$ cat src/rtl/ppg_pkg.sv
// Shared types and default thresholds for the fingerclip PPG calibration loop.
package ppg_pkg;

   localparam int unsigned DC_W     = 7;
   localparam int unsigned GAIN_W   = 4;
   localparam int unsigned SAMPLE_W = 8;

   localparam int unsigned DC_LO_DEF      = 96;
   localparam int unsigned DC_HI_DEF      = 160;
   localparam int unsigned P2P_TARGET_DEF = 64;

   typedef enum logic [2:0] {
      ST_IDLE,
      ST_DC_SETTLE,
      ST_DC_CHECK,
      ST_G_SETTLE,
      ST_G_MEAS,
      ST_G_EVAL,
      ST_DONE,
      ST_ERR
   } state_e;

endpackage

$ cat src/rtl/ppg_peak_tracker.sv
// Running min/max of vppg over one measurement window; clr restarts the window.
module ppg_peak_tracker
   import ppg_pkg::*;
(
   input  logic                clk,
   input  logic                rst,
   input  logic                clr,
   input  logic                en,
   input  logic [SAMPLE_W-1:0] vppg,
   output logic [SAMPLE_W-1:0] min_val,
   output logic [SAMPLE_W-1:0] max_val
);

   logic [SAMPLE_W-1:0] min_q, min_d;
   logic [SAMPLE_W-1:0] max_q, max_d;

   always_comb begin
      min_d = min_q;
      max_d = max_q;
      if (clr) begin
         min_d = '1;
         max_d = '0;
      end else if (en) begin
         if (vppg < min_q) min_d = vppg;
         if (vppg > max_q) max_d = vppg;
      end
   end

   always_ff @(posedge clk or posedge rst) begin
      if (rst) begin
         min_q <= '1;
         max_q <= '0;
      end else begin
         min_q <= min_d;
         max_q <= max_d;
      end
   end

   assign min_val = min_q;
   assign max_val = max_q;

endmodule

$ cat src/rtl/ppg_auto_calibrator.sv
// Closed-loop DC-compensation search followed by PGA gain ramp for the PPG front end.
module ppg_auto_calibrator
   import ppg_pkg::*;
#(
   parameter int unsigned SETTLE_CYCLES = 16,
   parameter int unsigned MEAS_CYCLES   = 256,
   parameter int unsigned DC_LO         = DC_LO_DEF,
   parameter int unsigned DC_HI         = DC_HI_DEF,
   parameter int unsigned P2P_TARGET    = P2P_TARGET_DEF,
   parameter int unsigned DC_MAX        = 127,
   parameter int unsigned GAIN_MAX      = 15
) (
   input  logic                clk,
   input  logic                rst,
   input  logic                start,
   input  logic [SAMPLE_W-1:0] vppg,
   output logic [DC_W-1:0]     dc_comp,
   output logic [GAIN_W-1:0]   pga_gain,
   output logic                busy,
   output logic                cal_done,
   output logic                cal_error
);

   localparam int unsigned CNT_W = $clog2(MEAS_CYCLES) + 1;

   state_e              state_q, state_d;
   logic [CNT_W-1:0]    cnt_q, cnt_d;
   logic [DC_W-1:0]     dc_q, dc_d;
   logic [GAIN_W-1:0]   gain_q, gain_d;
   logic                busy_q, busy_d;
   logic                done_q, done_d;
   logic                err_q, err_d;
   logic                peak_clr_c, peak_en_c;
   logic [SAMPLE_W-1:0] pk_min, pk_max;
   logic [SAMPLE_W-1:0] p2p_c;

   ppg_peak_tracker u_peak (
      .clk     (clk),
      .rst     (rst),
      .clr     (peak_clr_c),
      .en      (peak_en_c),
      .vppg    (vppg),
      .min_val (pk_min),
      .max_val (pk_max)
   );

   assign p2p_c = pk_max - pk_min;

   always_comb begin
      state_d    = state_q;
      cnt_d      = cnt_q;
      dc_d       = dc_q;
      gain_d     = gain_q;
      busy_d     = busy_q;
      done_d     = done_q;
      err_d      = err_q;
      peak_clr_c = 1'b0;
      peak_en_c  = 1'b0;

      unique case (state_q)
         ST_IDLE, ST_DONE, ST_ERR: begin
            if (start) begin
               dc_d    = '0;
               gain_d  = '0;
               done_d  = 1'b0;
               err_d   = 1'b0;
               busy_d  = 1'b1;
               cnt_d   = CNT_W'(SETTLE_CYCLES - 1);
               state_d = ST_DC_SETTLE;
            end
         end
         ST_DC_SETTLE: begin
            if (cnt_q == '0) state_d = ST_DC_CHECK;
            else             cnt_d   = cnt_q - CNT_W'(1);
         end
         ST_DC_CHECK: begin
            cnt_d = CNT_W'(SETTLE_CYCLES - 1);
            if (vppg >= SAMPLE_W'(DC_LO) && vppg <= SAMPLE_W'(DC_HI)) begin
               state_d = ST_G_SETTLE;
            end else if (vppg > SAMPLE_W'(DC_HI)) begin
               if (dc_q == DC_W'(DC_MAX)) begin
                  state_d = ST_ERR;
                  busy_d  = 1'b0;
                  err_d   = 1'b1;
               end else begin
                  dc_d    = dc_q + DC_W'(1);
                  state_d = ST_DC_SETTLE;
               end
            end else begin
               // Overshot below the window: back off one step and accept it.
               if (dc_q == '0) begin
                  state_d = ST_ERR;
                  busy_d  = 1'b0;
                  err_d   = 1'b1;
               end else begin
                  dc_d    = dc_q - DC_W'(1);
                  state_d = ST_G_SETTLE;
               end
            end
         end
         ST_G_SETTLE: begin
            if (cnt_q == '0) begin
               peak_clr_c = 1'b1;
               cnt_d      = CNT_W'(MEAS_CYCLES - 1);
               state_d    = ST_G_MEAS;
            end else begin
               cnt_d = cnt_q - CNT_W'(1);
            end
         end
         ST_G_MEAS: begin
            peak_en_c = 1'b1;
            if (cnt_q == '0) state_d = ST_G_EVAL;
            else             cnt_d   = cnt_q - CNT_W'(1);
         end
         ST_G_EVAL: begin
            // A rail-valued sample means the previous gain step was too far.
            if (pk_max == '1 || pk_min == '0) begin
               if (gain_q == '0) begin
                  state_d = ST_ERR;
                  busy_d  = 1'b0;
                  err_d   = 1'b1;
               end else begin
                  gain_d  = gain_q - GAIN_W'(1);
                  state_d = ST_DONE;
                  busy_d  = 1'b0;
                  done_d  = 1'b1;
               end
            end else if (p2p_c >= SAMPLE_W'(P2P_TARGET) || gain_q == GAIN_W'(GAIN_MAX)) begin
               state_d = ST_DONE;
               busy_d  = 1'b0;
               done_d  = 1'b1;
            end else begin
               gain_d  = gain_q + GAIN_W'(1);
               cnt_d   = CNT_W'(SETTLE_CYCLES - 1);
               state_d = ST_G_SETTLE;
            end
         end
         default: state_d = ST_IDLE;
      endcase
   end

   always_ff @(posedge clk or posedge rst) begin
      if (rst) begin
         state_q <= ST_IDLE;
         cnt_q   <= '0;
         dc_q    <= '0;
         gain_q  <= '0;
         busy_q  <= 1'b0;
         done_q  <= 1'b0;
         err_q   <= 1'b0;
      end else begin
         state_q <= state_d;
         cnt_q   <= cnt_d;
         dc_q    <= dc_d;
         gain_q  <= gain_d;
         busy_q  <= busy_d;
         done_q  <= done_d;
         err_q   <= err_d;
      end
   end

   assign dc_comp   = dc_q;
   assign pga_gain  = gain_q;
   assign busy      = busy_q;
   assign cal_done  = done_q;
   assign cal_error = err_q;

endmodule
$ cat config.mk
export PLATFORM = sky130hd
export DESIGN_NAME = ppg_auto_calibrator
export DESIGN_NICKNAME = d
export VERILOG_FILES = /design/src/rtl/ppg_pkg.sv /design/src/rtl/ppg_peak_tracker.sv /design/src/rtl/ppg_auto_calibrator.sv
export SDC_FILE = /design/constraint.sdc
export NUM_CORES = 1
export LEC_CHECK = 0
export ABC_AREA = 1
export BUFFER_PORTS_ARGS = -buffer_cell sky130_fd_sc_hd__clkbuf_2
export CORE_ASPECT_RATIO = 0.9
export CORE_MARGIN = 10
export CORE_UTILIZATION = 40
export DETAILED_ROUTE_END_ITERATION = 10
export SLEW_MARGIN = 30
export SYNTH_ARGS = -nofsm -noshare
export SYNTH_HDL_FRONTEND = slang
export SYNTH_SLANG_ARGS = --single-unit
$ cat constraint.sdc
create_clock -name clk -period 2.75 [get_ports clk]
set_clock_uncertainty 0.1 [all_clocks]
set_input_delay 0.825 -clock clk [delete_from_list [all_inputs] [get_ports clk]]
set_output_delay 0.825 -clock clk [all_outputs]
set_load 0.02 [all_outputs]
==> results.md <==
* TNS Setup at 0 ns
* Delay-heaviest family, CP: simple AND/OR/NAND/NOR gates
* Number of diodes at 0
* Worst setup SP type: input pin
* WS Path Type: in -> reg
* Worst-skew pair later-pin latency at 0.30 ns
* Cells along the critical path: clkbuf_2 -> inv_1 -> nand2_1 -> nor2_1 -> nand2_1 -> nand2_2 -> inv_2 -> fa_1 -> o31ai_1 -> xnor2_1 -> nor2_1 -> nand2_1 -> nand2_1
* Logic gate share of total power at 59.3%
* Post-CTS Resized at 0
* Die Area at 0.0124 mm2
* Core Region at 0.00811 mm2
* Layout cells sized above 1 at 17.2%
* P&R area growth vs syn at 13.7%
* Library cells used by synthesis at 39
* Pwr dens at 1040 mW/mm2
* I/O pin count at 25
* DRC at 0
* Most common library cells after synthesis: nand2_1 (147), inv_1 (55), nand3_1 (50), nor2_1 (37), dfrtp_1 (34)
* CTS Root Cell: clkbuf_8
* Register area at 0.00106 mm2
* Fmax at 0.407 GHz
* Ys Warns at 0
* Sw Share at 49.3%
* H-tree Lvls at 2
* Fin. Hold Viols at 0
* Post-synthesis sequential area ratio at 31.7%
* CP max-delay cell: fa_1
* Antenna Violating Nets Remaining at 0
* First-pass GRT wire length at 14300 um
* Clk buf depth at 2
* P_int at 2010 uW
* Port Buffer Count at 24
* Worst EP arrival at 2.55 ns
* Postcts setup bufs at 0
* Period minus WS final at 2.46 ns
* Largest net degree at the start of global routing at 43
* Reg power frac at 28.0%
* Routed vias/inst at 5.13
* Mapped Area at 0.00334 mm2
* Die width at 116 um
* RSZ-0062 raised after global routing: no
* Type of the tightest min-delay check: reg -> reg
* Grt total ovfl at 0
* Detailed Route Iter0 Violations at 165
* Die height at 107 um
* Starting density of the core at 41.3%
* Most common cell in the synthesized netlist: nand2_1
* Layout Nets at 560
* Main flop type after synthesis: dfrtp_1
* Peak supply drop at 0.331 mV
* Max incr delay on CP at 0.40 ns
* Rows at 31
* Top cell type by total area after synthesis: dfrtp_1
* Layout fillers at 833
* Clk network pwr share at 12.7%
* Post-Syn Instances at 473
* Util after Layout at 46.9%
* Setup Viol. Count Final at 0
* Fin. max-slew vios at 0
* Syn Area/Cell at 7.07 um2
* Number of global-route vias before repair at 3080
* Ys async rst share at 100%
* Most common cell on crit path: nand2_1
* Initial antenna violation count at 0
* Num CTS Buffers at 5
* Final worst-path cycle share at 89.4%
* DR vias at 3164
* DP Wirelength at 6310 um
* GRT Overall Usage at 13.9%
* CP Data Required Time at 2.85 ns
* CP bufs+invs at 3
* CTS tree: built
* Slew HR at 63.1%
* #FFs+latches synth at 42
* Post-CTS Hold Buffers at 0
* Setup crit end kind: flip-flop
* Drt total wl at 8060 um
* WL/cell at 13.1 um
* Yosys top cell area share at 25.4%
* Outcome: finished, final reports clean
* Switching power at 1950 uW
* Reg clk slew, reported paths at 0.09 ns
* Clk sinks at 42
* Max Cap Violations at 0
* Mapped Nets at 516
* Area of the multi-input gates at 0.00203 mm2
* Largest cells by area after synthesis: dfrtp_1 (25%), nand2_1 (16%), ha_1 (11%)
* Crit path max fanout at 7
* P_leak at 0.00203 uW
* Slew @ Worst Pin at 0.553 ns
* DRT Pass-1 Iters at 4
* RePlAce Congestion at 0.881
* Post-synth EDFFs at 0
==> registers in the layout, summed over array words and instances, names as in the netlist <==
signal and flops:
busy 1, cal_done 1, cal_error 1, cnt_q 9
dc_comp 7, pga_gain 4, state_q 3, u_peak.max_val 8
u_peak.min_val 8
==> area by class of cell <==
cell class,instances,share of cell area (%)
timing repair buffer,41,6.51
tap,99,3.26
multi-input combinational,367,53.5
sequential,42,27.9
inverter,60,5.99
clock inverter,3,1.05
clock buffer,5,1.81
==> placed cells by master, fill, tap and decap left out, types with 2 or more instances in the layout <==
master | Yosys | final
dfstp_2 | 8 | 8
xor2_1 | 8 | 8
inv_2 | 4 | 4
a21o_1 | 3 | 3
o21a_1 | 2 | 2
nand2_1 | 147 | 147
o21ai_1 | 5 | 5
buf_4 | 1 | 17
nand4_1 | 8 | 8
dfrtp_1 | 34 | 34
o21ai_0 | 16 | 16
nand2_2 | 7 | 7
ha_1 | 30 | 30
clkinv_2 | 0 | 2
o21ai_2 | 4 | 4
nand2_4 | 2 | 2
or2_2 | 4 | 4
nor2_1 | 37 | 37
nor2_2 | 2 | 2
nand3_1 | 50 | 50
inv_1 | 55 | 54
clkbuf_2 | 0 | 24
nor3_1 | 7 | 7
fa_1 | 2 | 2
nor2_4 | 3 | 3
a31oi_1 | 3 | 3
clkbuf_8 | 0 | 5
a21oi_1 | 16 | 16
==> logic make-up after synthesis <==
group / share of synthesized area (%)
xor+xnor: 2.36
compound gates: 10.3
fa+ha+maj: 12.4
simple gates: 35.7
buf+inv: 7.44
flops: 31.7
==> tightest hold or removal path: cells and delay by family (launching register included) <==
| family | cells | cell delay (ns) |
|---|---|---|
| flops | 1 | 0.38 |
| simple gates | 2 | 0.09 |
==> power by group through the flow <==
| stage | Combinational, uW | Clock, uW | Sequential [uW] |
|---|---|---|---|
| final | 2350 | 503 | 1110 |
| after global routing | 2740 | 543 | 1140 |
| after CTS | 2370 | 517 | 1110 |
| after detailed placement | 2360 | 0 | 1120 |
| after global placement | 2310 | 0 | 1110 |
| after floorplan | 1780 | 0 | 1120 |
==> final timing paths <==
path / startpoint / endpoint / slack, ns / depth (start not counted)
min in group asynchronous: rst / u_peak.max_val[3]$_DFFE_PP0P_ / 0.53 / 3
max in group asynchronous: rst / u_peak.min_val[5]$_DFFE_PP1P_ / 1.65 / 3
hold / removal: u_peak.min_val[2]$_DFFE_PP1P_ / u_peak.min_val[2]$_DFFE_PP1P_ / 0.37 / 2
setup / recovery: vppg[2] / dc_comp[4]$_DFFE_PP0P_ / 0.29 / 13
hold reg to reg: u_peak.min_val[2]$_DFFE_PP1P_ / u_peak.min_val[2]$_DFFE_PP1P_ / 0.37 / 2
setup reg to reg: u_peak.min_val[5]$_DFFE_PP1P_ / cnt_q[0]$_DFFE_PP0P_ / 0.40 / 14
==> stage by stage <==
stage          power, uW  cells  hold slack [ns]  worst slack, ns  area, um2
2_1_floorplan       2910    473            0.344            0.261       3340
3_3_place_gp        3430    609            0.353           0.0397       3690
3_5_place_dp        3470    609            0.354          -0.0293       3690
4_1_cts             3990    617            0.368            0.301       3800
5_1_grt             4420    617            0.391           0.0956       3800
6_report            3960    617            0.365            0.293       3800
==> per-layer routing <==
| layer | vias to the layer above | track usage, % | part of all wire (%) |
|---|---|---|---|
| li1 | 1626 | - | - |
| met1 | 1485 | 17.8 | 48 |
| met2 | 46 | 22.7 | 47 |
| met3 | 7 | 2.90 | 3.8 |
| met4 | 0 | 4.20 | 1.1 |
| met5 | - | 0 | 0 |
No activity file was read; power rests on OpenSTA's default activity.
